$ cat src/rtl/xbar_stream_if.sv
// xbar_stream_if: stream, config and status signals of the xbar_stream crossbar.
// The master side produces input beats and config and consumes outputs; the crossbar is the slave.
interface xbar_stream_if #(
  parameter int ElemWidth = 8,
  parameter int NumIn     = 6,
  parameter int NumOut    = 6,
  parameter int SelWidth  = $clog2(NumIn)
);
  logic                                cfg_valid_i;
  logic [NumOut-1:0][SelWidth-1:0]     cfg_select_i;
  logic                                cfg_pending_o;
  logic [NumIn-1:0]                    in_valid_i;
  logic [NumIn-1:0][ElemWidth-1:0]     in_data_i;
  logic [NumIn-1:0]                    in_ready_o;
  logic [NumOut-1:0]                   out_valid_o;
  logic [NumOut-1:0][ElemWidth-1:0]    out_data_o;
  logic [NumOut-1:0]                   out_ready_i;
  logic [NumOut-1:0]                   sel_err_o;

  modport master (
    output cfg_valid_i, cfg_select_i, in_valid_i, in_data_i, out_ready_i,
    input  cfg_pending_o, in_ready_o, out_valid_o, out_data_o, sel_err_o
  );

  modport slave (
    input  cfg_valid_i, cfg_select_i, in_valid_i, in_data_i, out_ready_i,
    output cfg_pending_o, in_ready_o, out_valid_o, out_data_o, sel_err_o
  );
endinterface

$ cat src/rtl/xbar_stream.sv
// xbar_stream: registered NumIn x NumOut valid/ready crossbar with a staged select table that commits once drained.
// Optional macro XBAR_SEL_WRAP_EN: out-of-range select entries wrap (sel - NumIn) instead of disabling the output.
module xbar_stream #(
  parameter int ElemWidth = 8,
  parameter int NumIn     = 6,
  parameter int NumOut    = 6,
  parameter int SelWidth  = $clog2(NumIn)
) (
  input logic          clk_i,
  input logic          rst_i,
  xbar_stream_if.slave bus
);
  localparam logic [0:0] IDLE    = 1'b0;
  localparam logic [0:0] PENDING = 1'b1;
  localparam logic [SelWidth:0] NUM_IN_W = NumIn[SelWidth:0];

  logic [0:0]                       state_q;
  logic [NumOut-1:0][SelWidth-1:0]  sel_q;
  logic [NumOut-1:0][SelWidth-1:0]  shadow_q;
  logic [NumOut-1:0][SelWidth-1:0]  src;
  logic [NumOut-1:0]                en;
  logic [NumOut-1:0]                can_acc;
  logic [NumOut-1:0]                load;
  logic [NumOut-1:0][ElemWidth-1:0] mux;
  logic [NumIn-1:0]                 has_lsn;
  logic [NumIn-1:0]                 lsn_ok;
  logic [NumIn-1:0]                 ready;
  logic [NumIn-1:0]                 fire;
  logic [NumOut-1:0]                out_valid_p1;
  logic [NumOut-1:0][ElemWidth-1:0] out_data_p1;

  function automatic logic sel_in_range(input logic [SelWidth-1:0] s);
    return {1'b0, s} < NUM_IN_W;
  endfunction

`ifdef XBAR_SEL_WRAP_EN
  function automatic logic [SelWidth-1:0] sel_wrap(input logic [SelWidth-1:0] s);
    logic [SelWidth:0] d;
    d = {1'b0, s} - NUM_IN_W;
    return d[SelWidth-1:0];
  endfunction
`endif

  always_comb begin
    src = sel_q;
    en  = '1;
    for (int j = 0; j < NumOut; j++) begin
      if (!sel_in_range(sel_q[j])) begin
`ifdef XBAR_SEL_WRAP_EN
        src[j] = sel_wrap(sel_q[j]);
`else
        src[j] = '0;
        en[j]  = 1'b0;
`endif
      end
    end
  end

  assign can_acc = ~out_valid_p1 | bus.out_ready_i;

  // An input is ready only if it has a listener and every listener can take the beat (all-or-nothing fork).
  always_comb begin
    has_lsn = '0;
    lsn_ok  = '1;
    for (int i = 0; i < NumIn; i++) begin
      for (int j = 0; j < NumOut; j++) begin
        if (en[j] && src[j] == SelWidth'(i)) begin
          has_lsn[i] = 1'b1;
          if (!can_acc[j]) lsn_ok[i] = 1'b0;
        end
      end
    end
  end

  assign ready = (state_q == IDLE) ? (has_lsn & lsn_ok) : '0;
  assign fire  = bus.in_valid_i & ready;

  always_comb begin
    load = '0;
    mux  = '0;
    for (int j = 0; j < NumOut; j++) begin
      for (int i = 0; i < NumIn; i++) begin
        if (src[j] == SelWidth'(i)) begin
          mux[j]  = bus.in_data_i[i];
          load[j] = en[j] && fire[i];
        end
      end
    end
  end

  // Stage p1: output slot registers and config state machine.
  always_ff @(posedge clk_i) begin
    if (rst_i) begin
      state_q      <= IDLE;
      out_valid_p1 <= '0;
      out_data_p1  <= '0;
      for (int j = 0; j < NumOut; j++) sel_q[j] <= SelWidth'(j % NumIn);
    end else begin
      for (int j = 0; j < NumOut; j++) begin
        if (load[j]) begin
          out_valid_p1[j] <= 1'b1;
          out_data_p1[j]  <= mux[j];
        end else if (bus.out_ready_i[j]) begin
          out_valid_p1[j] <= 1'b0;
        end
      end
      if (state_q == IDLE) begin
        if (bus.cfg_valid_i) begin
          shadow_q <= bus.cfg_select_i;
          state_q  <= PENDING;
        end
      end else if (&can_acc) begin
        sel_q   <= shadow_q;
        state_q <= IDLE;
      end
    end
  end

  assign bus.in_ready_o    = ready;
  assign bus.out_valid_o   = out_valid_p1;
  assign bus.out_data_o    = out_data_p1;
  assign bus.cfg_pending_o = (state_q == PENDING);
`ifdef XBAR_SEL_WRAP_EN
  assign bus.sel_err_o     = '0;
`else
  assign bus.sel_err_o     = ~en;
`endif
endmodule

$ cat src/flat_wrapper.sv
// flat-port wrapper written by rule: the top's interface ports become plain ports
module xbar_stream_flat 
#(
  parameter int ElemWidth = 8,
  parameter int NumIn     = 6,
  parameter int NumOut    = 6,
  parameter int SelWidth  = $clog2(NumIn)
)
  (clk_i, rst_i, bus_cfg_valid_i, bus_cfg_select_i, bus_in_valid_i, bus_in_data_i, bus_out_ready_i, bus_cfg_pending_o, bus_in_ready_o, bus_out_valid_o, bus_out_data_o, bus_sel_err_o);
  xbar_stream_if #(.ElemWidth(ElemWidth), .NumIn(NumIn), .NumOut(NumOut), .SelWidth(SelWidth)) bus_i ();
  input logic clk_i;
  input logic rst_i;
  input wire logic [$bits(bus_i.cfg_valid_i)-1:0] bus_cfg_valid_i;
  input wire logic [$bits(bus_i.cfg_select_i)-1:0] bus_cfg_select_i;
  input wire logic [$bits(bus_i.in_valid_i)-1:0] bus_in_valid_i;
  input wire logic [$bits(bus_i.in_data_i)-1:0] bus_in_data_i;
  input wire logic [$bits(bus_i.out_ready_i)-1:0] bus_out_ready_i;
  output wire logic [$bits(bus_i.cfg_pending_o)-1:0] bus_cfg_pending_o;
  output wire logic [$bits(bus_i.in_ready_o)-1:0] bus_in_ready_o;
  output wire logic [$bits(bus_i.out_valid_o)-1:0] bus_out_valid_o;
  output wire logic [$bits(bus_i.out_data_o)-1:0] bus_out_data_o;
  output wire logic [$bits(bus_i.sel_err_o)-1:0] bus_sel_err_o;
  assign bus_i.cfg_valid_i = bus_cfg_valid_i;
  assign bus_i.cfg_select_i = bus_cfg_select_i;
  assign bus_i.in_valid_i = bus_in_valid_i;
  assign bus_i.in_data_i = bus_in_data_i;
  assign bus_i.out_ready_i = bus_out_ready_i;
  assign bus_cfg_pending_o = bus_i.cfg_pending_o;
  assign bus_in_ready_o = bus_i.in_ready_o;
  assign bus_out_valid_o = bus_i.out_valid_o;
  assign bus_out_data_o = bus_i.out_data_o;
  assign bus_sel_err_o = bus_i.sel_err_o;
  xbar_stream #(.ElemWidth(ElemWidth), .NumIn(NumIn), .NumOut(NumOut), .SelWidth(SelWidth)) u_core (.clk_i(clk_i), .rst_i(rst_i), .bus(bus_i));
endmodule
$ cat config.mk
export PLATFORM = sky130hd
export DESIGN_NAME = xbar_stream_flat
export DESIGN_NICKNAME = d
export VERILOG_FILES = /design/src/rtl/xbar_stream_if.sv /design/src/rtl/xbar_stream.sv /design/src/flat_wrapper.sv
export SDC_FILE = /design/constraint.sdc
export NUM_CORES = 1
export LEC_CHECK = 0
export ABC_AREA = 1
export CORE_MARGIN = 2
export CORE_UTILIZATION = 51
export CTS_CLUSTER_SIZE = 40
export DETAILED_ROUTE_END_ITERATION = 12
export GPL_TIMING_DRIVEN = 0
export PLACE_DENSITY = 0.81
export SYNTH_ARGS = -nofsm -noshare
export SYNTH_HDL_FRONTEND = slang
export SYNTH_SLANG_ARGS = --single-unit
export TNS_END_PERCENT = 1
$ cat constraint.sdc
create_clock -name clk_i -period 3.1 [get_ports clk_i]
set_input_delay 0.62 -clock clk_i [delete_from_list [all_inputs] [get_ports clk_i]]
set_output_delay 0.62 -clock clk_i [all_outputs]
set_load 0.005 [all_outputs]
==> impl_metrics.env, run 1 <==
export IMPL_status="complete, no violations"
export IMPL_layout_nets=1248
export IMPL_gp_congestion=1.07
export IMPL_synthFlopType="dfxtp_1"
export IMPL_num_antenna_cells=0
export IMPL_synth_xor_area_share_pct=0
export IMPL_synth_warnings=0
export IMPL_clockBufferDepth=2
export IMPL_path_clk_slew_ps=70
export IMPL_worstPathMaxFanout=6
export IMPL_endpoint_kind="output port"
export IMPL_hp_class="flip-flop to flip-flop"
export IMPL_drtIter0Drc=1130
export IMPL_slew_headroom_pct=39.6
export IMPL_ys_seq_area_share_pct=31.0
export IMPL_clock_skew_ps=10.8
export IMPL_synth_compound_area_share_pct=17.6
export IMPL_avgSynthCellArea_um2=6.40
export IMPL_synth_seq_cells=91
export IMPL_cts_htree_levels=3
export IMPL_synth_top_area_share_pct=22.6
export IMPL_crit_path_start_kind="input port"
export IMPL_fmax_ghz=0.329
export IMPL_layout_drive_gt1_share_pct=11.0
export IMPL_worstSkewPairLatency_ps=370
export IMPL_cp_arrival_ps=2420
export IMPL_routed_via_density=6.00
export IMPL_synth_simple_gate_area_share_pct=41.7
export IMPL_rows=41
export IMPL_layout_commonest_cell="nand2_1"
export IMPL_io_pins=148
export IMPL_path_class="input port to output port"
export IMPL_grt_first_pass_wirelength_mm=40.4
export IMPL_setup_slack_ps=62.0
export IMPL_ys_types=43
export IMPL_synth_top_family_by_area="simple AND/OR/NAND/NOR gates"
export IMPL_hold_violations=0
export IMPL_report_final_setup_viol=0
export IMPL_grt_remaining_overflow=0
export IMPL_postCtsSetupBuffers=0
export IMPL_avgRoutedWirePerCell_um=20.0
export IMPL_antenna_found_initial=0
export IMPL_yosysTopAreaCell="dfxtp_1"
export IMPL_synth_edff_count=18
export IMPL_powerDensity_nw_per_um2=926
export IMPL_fin_crit_sh_pct=98.0
export IMPL_syn_cell_area_um2=6450
export IMPL_dieArea_um2=13600
export IMPL_areaGrowthSynthToFinish_pct=31.4
export IMPL_critical_path_top_delay_family="buffers and inverters"
export IMPL_synth_area_top_cells="dfxtp_1 23%, nand2_1 13%, nor2_1 10%, edfxtp_1 8.4%, inv_1 6.1%"
export IMPL_route_detailed_drc=0
export IMPL_async_flop_share_pct=0
export IMPL_required_ps=2480
export IMPL_syn_nets=1089
export IMPL_dp_hpwl_mm=20.5
export IMPL_tns_ps=0
export IMPL_hold_buffers=0
export IMPL_final_cell_mix="227 x nand2_1, 170 x nor2_1, 147 x clkdlybuf4s50_1, 103 x inv_1, 73 x dfxtp_1"
export IMPL_synthCells=1008
export IMPL_root_buffer="clkbuf_16"
export IMPL_path_common_cell="clkdlybuf4s50_1"
export IMPL_crit_chain="clkdlybuf4s50_1 > nor2_1 > a21oi_1 > nand2_1 > nor2_4 > and2_1 > clkdlybuf4s50_1"
export IMPL_path_buf_inv=2
export IMPL_routed_wl_mm=26.9
export IMPL_die_x_um=116
export IMPL_dp_slack_ps=-30.6
export IMPL_cts_tree="yes"
export IMPL_drt_pass1_iter_count=8
export IMPL_critPathMaxStageDelay_ps=440
export IMPL_die_y_um=116
export IMPL_num_vias=8066
export IMPL_fin_crit_ps=3040
export IMPL_postRouteAntennaNets=0
export IMPL_leakage_nw=3.71
export IMPL_start_util_pct=51.8
export IMPL_worst_pin_slew_ps=901
export IMPL_rsz0062_at_grt="false"
export IMPL_grt_pass1_vias=7278
export IMPL_synthMuxAreaShare_pct=0
export IMPL_synth_fa_ha_area_share_pct=0
export IMPL_port_buffers=147
export IMPL_vdd_ir_drop_worst_mv=0.502
export IMPL_whs_ps=474
export IMPL_grtUsageTotal_pct=39.8
export IMPL_grt_max_degree=19
export IMPL_cp_slowest_cell="clkdlybuf4s50_1"
export IMPL_cts_sinks=91
export IMPL_core_area_um2=12500
export IMPL_final_max_slew_viol_count=0
export IMPL_cts_buffers=9
export IMPL_max_cap_viol_count=0
state kept, by name, summed over array words and instances (netlist names):
name / count
u_core.bus.out_valid_o: 6
u_core.bus.out_data_o: 48
u_core.shadow_q: 18
u_core.sel_q: 18
u_core.bus.cfg_pending_o: 1
metrics by stage:
stage                     power, W  cells  instance area (µm²)  utilization (%)
after floorplan            0.00477   1008                 6450                -
after global placement     0.00650   1327                 8140             65.3
after detailed placement   0.00657   1328                 8160             65.4
after CTS                  0.00770   1344                 8460             67.9
after global routing       0.00836   1344                 8480             68.0
final                      0.00786   1344                 8480             68.0
cell families (layout without fill, tap and decap cells):
| group | count (synthesis) | in the layout |
|---|---|---|
| and+or+nand+nor | 585 | 585 |
| DFF | 91 | 91 |
| AOI/OAI and AO/OA | 177 | 177 |
| buffers and inverters | 155 | 319 |
synthesized netlist by cell type (all sizes together) (3+ instances only):
cell / number
and2: 3
clkinv: 5
nand3: 76
nor4: 10
o2111ai: 13
o211ai: 16
o22ai: 32
inv: 132
edfxtp: 18
buf: 8
a21oi: 57
o21ai: 24
a22oi: 10
nor2: 204
dfxtp: 73
clkbuf: 10
nor3: 8
nand4: 32
nand2: 249
o221ai: 19
final timing paths:
path | from | end | slack (ps) | cells past startpoint
worst max-delay path | bus_out_ready_i[3] | bus_in_ready_o[4] | 60 | 7
worst min-delay path | u_core.shadow_q[9] | u_core.sel_q[9] | 470 | 2
worst max register to register | u_core.sel_q[8] | u_core.bus.out_data_o[17] | 460 | 14
worst min register to register | u_core.shadow_q[9] | u_core.sel_q[9] | 470 | 2
metal layers:
layer	routed length, µm	track usage [%]	up-vias
met5	0	0	-
met2	11400	58.4	595
li1	-	-	3718
met3	3640	10.1	110
met4	1190	18.9	0
met1	10700	54.7	3643
worst register-to-register path, cell delays in order (launching register included):
cell and delay (ps):
dfxtp_1 330, inv_2 120, nand2_1 90, nor2_2 420, inv_1 180, nand3_1 140, nand3_1 250, nor2_1 160
inv_1 50, nand3_1 90, inv_1 50, nand2_1 280, nand3_1 230, nand2_1 100, nor2_1 50
cell type report:
class / instances / area, µm²
well taps: 172 / 215
flip-flops and latches: 91 / 2000
clock buffers: 9 / 225
multi-input cells: 762 / 3860
fillers: 1138 / 3990
repair buffers: 148 / 1480
clock inverters: 7 / 72.6
inverters: 137 / 518
plain buffers: 18 / 101
where the power goes:
| group | switching [W] | leakage, nW | internal [W] | total (W) |
|---|---|---|---|---|
| combinational | 0.00302 | 2.80 | 0.00191 | 0.00493 |
| clock | 0.000540 | 0.142 | 0.000566 | 0.00111 |
| sequential | 0.000248 | 0.768 | 0.00157 | 0.00182 |
timing repair:
action | in CTS | in global routing
hold endpoints to repair | 0 | 0
pin swaps | 0 | 1
gates cloned | 0 | 0
endpoints found under the setup margin | 2 | 6
resized for setup | 2 | 7
No activity file was read; power rests on OpenSTA's default activity.
==> run 2, diff against run 1 <==
--- a/config.mk
+++ b/config.mk
@@ -12,6 +12,7 @@
 export DETAILED_ROUTE_END_ITERATION = 12
 export GPL_TIMING_DRIVEN = 0
 export PLACE_DENSITY = 0.81
+export SKIP_CTS_REPAIR_TIMING = 1
 export SYNTH_ARGS = -nofsm -noshare
 export SYNTH_HDL_FRONTEND = slang
 export SYNTH_SLANG_ARGS = --single-unit
==> run 2 against run 1 <==
- final cell count did not move
- largest power group unchanged
- maximum frequency fell by 0.31%
- via count barely moved
- highest routed layer unchanged
==> impl_metrics.env, run 2 (synthesis gave the netlist of run 1 again) <==
export IMPL_path_common_cell="clkdlybuf4s50_1"
export IMPL_fin_crit_ps=3050
export IMPL_setup_slack_ps=52.4
export IMPL_areaGrowthSynthToFinish_pct=31.4
export IMPL_layout_drive_gt1_share_pct=11.0
export IMPL_dieArea_um2=13600
export IMPL_max_cap_viol_count=0
export IMPL_slew_headroom_pct=39.7
export IMPL_fmax_ghz=0.328
export IMPL_dp_slack_ps=-30.6
export IMPL_vdd_ir_drop_worst_mv=0.498
export IMPL_routed_via_density=6.00
export IMPL_endpoint_kind="output port"
export IMPL_postRouteAntennaNets=0
export IMPL_dp_hpwl_mm=20.5
export IMPL_gp_congestion=1.07
export IMPL_layout_nets=1248
export IMPL_status="complete, no violations"
export IMPL_clock_skew_ps=9.98
export IMPL_cts_htree_levels=3
export IMPL_powerDensity_nw_per_um2=926
export IMPL_seqPwrFrac_pct=23.1
export IMPL_hold_violations=0
export IMPL_core_area_um2=12500
export IMPL_fin_util_pct=68.0
export IMPL_internal_power_w=0.00405
export IMPL_clockBufferDepth=2
export IMPL_port_buffers=147
export IMPL_required_ps=2480
export IMPL_report_final_setup_viol=0
export IMPL_grt_first_pass_wirelength_mm=40.4
export IMPL_rows=41
export IMPL_num_antenna_cells=0
export IMPL_place_inst=1328
export IMPL_hp_class="flip-flop to flip-flop"
export IMPL_cts_tree="yes"
export IMPL_critPathMaxStageDelay_ps=440
export IMPL_die_x_um=116
export IMPL_start_util_pct=51.8
export IMPL_fin_crit_sh_pct=98.3
export IMPL_power_switching_w=0.00381
export IMPL_cts_sinks=91
export IMPL_layout_commonest_cell="nand2_1"
export IMPL_crit_chain="clkdlybuf4s50_1 > nor2_1 > a21oi_1 > nand2_1 > nor2_4 > and2_1 > clkdlybuf4s50_1"
export IMPL_worstPathMaxFanout=6
export IMPL_routed_wl_mm=27.0
export IMPL_min_from="u_core.shadow_q[9]"
export IMPL_p_total_w=0.00786
export IMPL_reg2reg_from="u_core.sel_q[8]"
export IMPL_path_clk_slew_ps=70
export IMPL_final_cells=1344
export IMPL_route_detailed_drc=0
export IMPL_clock_power_share_pct=14.0
export IMPL_grt_remaining_overflow=0
export IMPL_grt_max_degree=19
export IMPL_worstSkewPairLatency_ps=360
export IMPL_worst_pin_slew_ps=900
export IMPL_sw_frac_of_total_pct=48.5
export IMPL_whs_ps=472
export IMPL_drtIter0Drc=1107
export IMPL_cts_buffers=9
export IMPL_p_comb_share_pct=62.9
export IMPL_root_buffer="clkbuf_16"
export IMPL_largest_reg_flops=48
export IMPL_num_vias=8068
export IMPL_crit_path_start_kind="input port"
export IMPL_drt_pass1_iter_count=9
export IMPL_cp_arrival_ps=2430
export IMPL_die_y_um=116
export IMPL_final_cell_mix="227 x nand2_1, 170 x nor2_1, 147 x clkdlybuf4s50_1, 103 x inv_1, 73 x dfxtp_1"
export IMPL_path_class="input port to output port"
export IMPL_cp_startpoint="bus_out_ready_i[3]"
export IMPL_rsz0062_at_grt="false"
export IMPL_avgRoutedWirePerCell_um=20.1
export IMPL_final_max_slew_viol_count=0
export IMPL_leakage_nw=3.71
export IMPL_grtUsageTotal_pct=39.8
export IMPL_antenna_found_initial=0
export IMPL_cp_slowest_cell="clkdlybuf4s50_1"
export IMPL_grt_pass1_vias=7278
export IMPL_io_pins=148
-- run 2: power by group through the flow --
stage | clock (W) | combinational [W] | sequential, W
3_3_place_gp | 0 | 0.00468 | 0.00182
3_5_place_dp | 0 | 0.00473 | 0.00184
4_1_cts | 0.00112 | 0.00476 | 0.00181
2_1_floorplan | 0 | 0.00293 | 0.00183
5_1_grt | 0.00116 | 0.00534 | 0.00186
6_report | 0.00110 | 0.00494 | 0.00182
-- run 2: final timing paths --
path	end	slack (ps)	depth (start not counted)
worst max-delay path	bus_in_ready_o[4]	50	7
worst min register to register	u_core.sel_q[9]	470	2
worst max register to register	u_core.bus.out_data_o[17]	470	14
worst min-delay path	u_core.sel_q[9]	470	2
-- run 2: metal layers --
layer  global-route usage, %  wire length, µm  up-vias
li1                        -                -     3716
met1                    54.7            10700     3656
met2                    58.5            11500      590
met3                    10.1             3620      106
met4                    18.8             1150        0
met5                       0                0        -
-- run 2: critical path, delay by kind of cell --
kind	cells	cell delay [ps]
compound gates	1	140
buf+inv	2	860
simple gates	4	800
-- run 2: cell type report --
type                       instances  area, µm²
tap                              172        215
clock inverter                     7       72.6
fill                            1138       3990
multi-input combinational        762       3860
clock buffer                       9        225
inverter                         137        518
buffer                            18        101
sequential                        91       2000
timing repair buffer             148       1480
-- run 2: stage by stage --
step                      TNS (ps)  cell area [µm²]
after global routing             0             8480
final                            0             8480
after CTS                    -63.6             8450
after global placement       -7030             8140
after detailed placement     -44.4             8160
after floorplan                  0             6450
==> run 3, diff against run 2 <==
--- a/config.mk
+++ b/config.mk
@@ -5,13 +5,12 @@
 export SDC_FILE = /design/constraint.sdc
 export NUM_CORES = 1
 export LEC_CHECK = 0
-export ABC_AREA = 1
 export CORE_MARGIN = 2
-export CORE_UTILIZATION = 51
+export CORE_UTILIZATION = 53
 export CTS_CLUSTER_SIZE = 40
 export DETAILED_ROUTE_END_ITERATION = 12
 export GPL_TIMING_DRIVEN = 0
-export PLACE_DENSITY = 0.81
+export PLACE_DENSITY = 0.82
 export SKIP_CTS_REPAIR_TIMING = 1
 export SYNTH_ARGS = -nofsm -noshare
 export SYNTH_HDL_FRONTEND = slang
==> run 3 against run 2 <==
- non-clock buffer count increased by 61
- sequential power decreased by 13%
- wire length is 23% higher
- setup slack lost 330 ps
- largest power group unchanged
- combinational power down 44%
- register-to-register slack got worse by 540 ps
- count of clock-buffer cells in the layout did not move
- synthesized cell count decreased by 16%
- utilization is 2.5 points higher
- the flow now finishes with violations (setup timing)
- clock skew is 5.2 ps higher
==> impl_metrics.env, run 3 <==
export IMPL_status="complete, but fails checks"
export IMPL_violations="setup timing"
export IMPL_synth_area_top_cells="dfxtp_1 20%, mux2i_1 12%, edfxtp_1 7.4%, mux4_2 6.8%, mux2_2 5.6%"
export IMPL_cts_sinks=91
export IMPL_reg2reg_depth=7
export IMPL_cts_tree="yes"
export IMPL_avgSynthCellArea_um2=8.59
export IMPL_grt_pass1_vias=7908
export IMPL_critPathMaxStageDelay_ps=460
export IMPL_tns_ps=-2270
export IMPL_synth_seq_cells=91
export IMPL_worstPathMaxFanout=10
export IMPL_synthCells=847
export IMPL_dp_slack_ps=-714
export IMPL_setup_slack_ps=-277
export IMPL_route_detailed_drc=0
export IMPL_largest_reg_flops=48
export IMPL_leakage_nw=3.43
export IMPL_rows=42
export IMPL_crit_path_start_kind="flip-flop"
export IMPL_drt_pass1_iter_count=7
export IMPL_max_cap_viol_count=0
export IMPL_die_x_um=121
export IMPL_fillers=1050
export IMPL_num_antenna_cells=0
export IMPL_synth_top_area_share_pct=20.1
export IMPL_synth_edff_count=18
export IMPL_cts_htree_levels=3
export IMPL_grt_max_degree=20
export IMPL_vdd_ir_drop_worst_mv=0.340
export IMPL_cp_arrival_ps=2760
export IMPL_num_vias=8486
export IMPL_sw_frac_of_total_pct=41.0
export IMPL_powerDensity_nw_per_um2=587
export IMPL_clockBufferDepth=2
export IMPL_synth_most_common_cell="mux2i_1"
export IMPL_postRouteAntennaNets=0
export IMPL_fmax_ghz=0.296
export IMPL_worstSkewPairLatency_ps=380
export IMPL_clock_power_share_pct=21.2
export IMPL_antenna_found_initial=0
export IMPL_yosysTopAreaCell="dfxtp_1"
export IMPL_areaGrowthSynthToFinish_pct=29.4
export IMPL_slew_headroom_pct=43.6
export IMPL_hold_depth=2
export IMPL_power_switching_w=0.00227
export IMPL_dieArea_um2=14700
export IMPL_hp_class="flip-flop to flip-flop"
export IMPL_final_max_slew_viol_count=0
export IMPL_synth_warnings=0
export IMPL_final_cell_mix="144 x clkdlybuf4s50_1, 87 x mux2i_1, 73 x dfxtp_1, 66 x nor2_1, 57 x nand2_1"
export IMPL_routed_via_density=7.16
export IMPL_cp_slowest_cell="clkdlybuf4s50_1"
export IMPL_routed_wl_mm=33.1
export IMPL_endpoint_kind="output port"
export IMPL_cp_depth=7
export IMPL_avgRoutedWirePerCell_um=27.9
export IMPL_required_ps=2480
export IMPL_path_buf_inv=4
export IMPL_layout_commonest_cell="clkdlybuf4s50_1"
export IMPL_syn_nets=928
export IMPL_layout_drive_gt1_share_pct=13.6
export IMPL_port_buffers=145
export IMPL_dp_hpwl_mm=24.3
export IMPL_critical_path_top_delay_family="buffers and inverters"
export IMPL_seqPwrFrac_pct=28.8
export IMPL_fin_crit_sh_pct=109
export IMPL_p_comb_share_pct=50.0
export IMPL_drtIter0Drc=1461
export IMPL_clock_skew_ps=15.2
export IMPL_ys_types=65
export IMPL_grtUsageTotal_pct=44.3
export IMPL_report_final_setup_viol=23
export IMPL_async_flop_share_pct=0
export IMPL_rsz0062_at_grt="true"
export IMPL_core_area_um2=13300
export IMPL_worst_pin_slew_ps=847
export IMPL_grt_first_pass_wirelength_mm=48.2
export IMPL_path_clk_slew_ps=80
export IMPL_hold_violations=0
export IMPL_io_pins=148
export IMPL_root_buffer="clkbuf_16"
export IMPL_synthFlopType="dfxtp_1"
export IMPL_synthTopCellsByCount="87 x mux2i_1, 73 x dfxtp_1, 66 x nor2_1"
export IMPL_gp_congestion=1.05
export IMPL_start_util_pct=54.5
export IMPL_path_common_cell="buf_2"
export IMPL_cts_buffers=9
export IMPL_syn_cell_area_um2=7270
export IMPL_crit_chain="buf_2 > buf_2 > clkbuf_2 > o22ai_1 > nor3_1 > nor2_1 > clkdlybuf4s50_1"
export IMPL_die_y_um=121
export IMPL_grt_remaining_overflow=0
export IMPL_ys_seq_area_share_pct=27.5
export IMPL_internal_power_w=0.00326
export IMPL_layout_nets=1086
export IMPL_path_class="flip-flop to output port"
export IMPL_fin_crit_ps=3380
-- run 3: metal layers --
layer	GRT usage, %	vias to the layer above	part of all wire [%]
li1	-	3572	-
met1	60.0	3934	38
met2	63.5	814	42
met3	15.8	166	16
met4	19.4	0	5.0
met5	0	-	0
-- run 3: cell type report --
type	count	area, µm²	area share, %
buffer	79	357	3.79
clock buffer	9	225	2.39
clock inverter	7	71.3	0.757
inverter	17	63.8	0.678
multi-input combinational	659	5000	53.1
sequential	91	2000	21.3
tap	176	220	2.34
timing repair buffer	148	1480	15.7
-- run 3: final timing paths --
path,startpoint,to,slack (ps)
hold reg to reg,u_core.shadow_q[7],u_core.sel_q[7],470
setup / recovery,u_core.sel_q[6],bus_in_ready_o[2],-280
hold / removal,u_core.shadow_q[7],u_core.sel_q[7],470
setup reg to reg,u_core.sel_q[3],u_core.bus.out_data_o[29],-70
-- run 3: power groups by stage --
stage / clock (W) / combinational (W) / sequential (W)
5_1_grt: 0.00119 / 0.00288 / 0.00161
2_1_floorplan: 0 / 0.00143 / 0.00159
3_3_place_gp: 0 / 0.00253 / 0.00159
3_5_place_dp: 0 / 0.00257 / 0.00161
4_1_cts: 0.00115 / 0.00259 / 0.00158
6_report: 0.00117 / 0.00277 / 0.00159
-- run 3: stage by stage --
step | cell area [µm²] | power, W | hold slack, ps | util, % | cells
2_1_floorplan | 7270 | 0.00302 | 438 | - | 847
3_3_place_gp | 8950 | 0.00413 | 449 | 67.0 | 1168
3_5_place_dp | 8960 | 0.00418 | 461 | 67.1 | 1169
4_1_cts | 9260 | 0.00532 | 473 | 69.4 | 1185
5_1_grt | 9420 | 0.00568 | 485 | 70.5 | 1186
6_report | 9420 | 0.00553 | 469 | 70.5 | 1186
-- run 3: logic make-up (layout without fill, tap and decap cells) --
kind of cell | after synthesis | in the layout | synth area share, %
DFF | 91 | 91 | 27.5
muxes | 145 | 145 | 24.4
and+or+nand+nor | 264 | 264 | 18.7
AOI/OAI and AO/OA | 250 | 250 | 24.0
buffers and inverters | 97 | 260 | 5.42
-- run 3: worst min-delay path: stages, from the launching register on --
cell and delay (ps):
edfxtp_1 330, mux2i_1 70, nand2_1 60
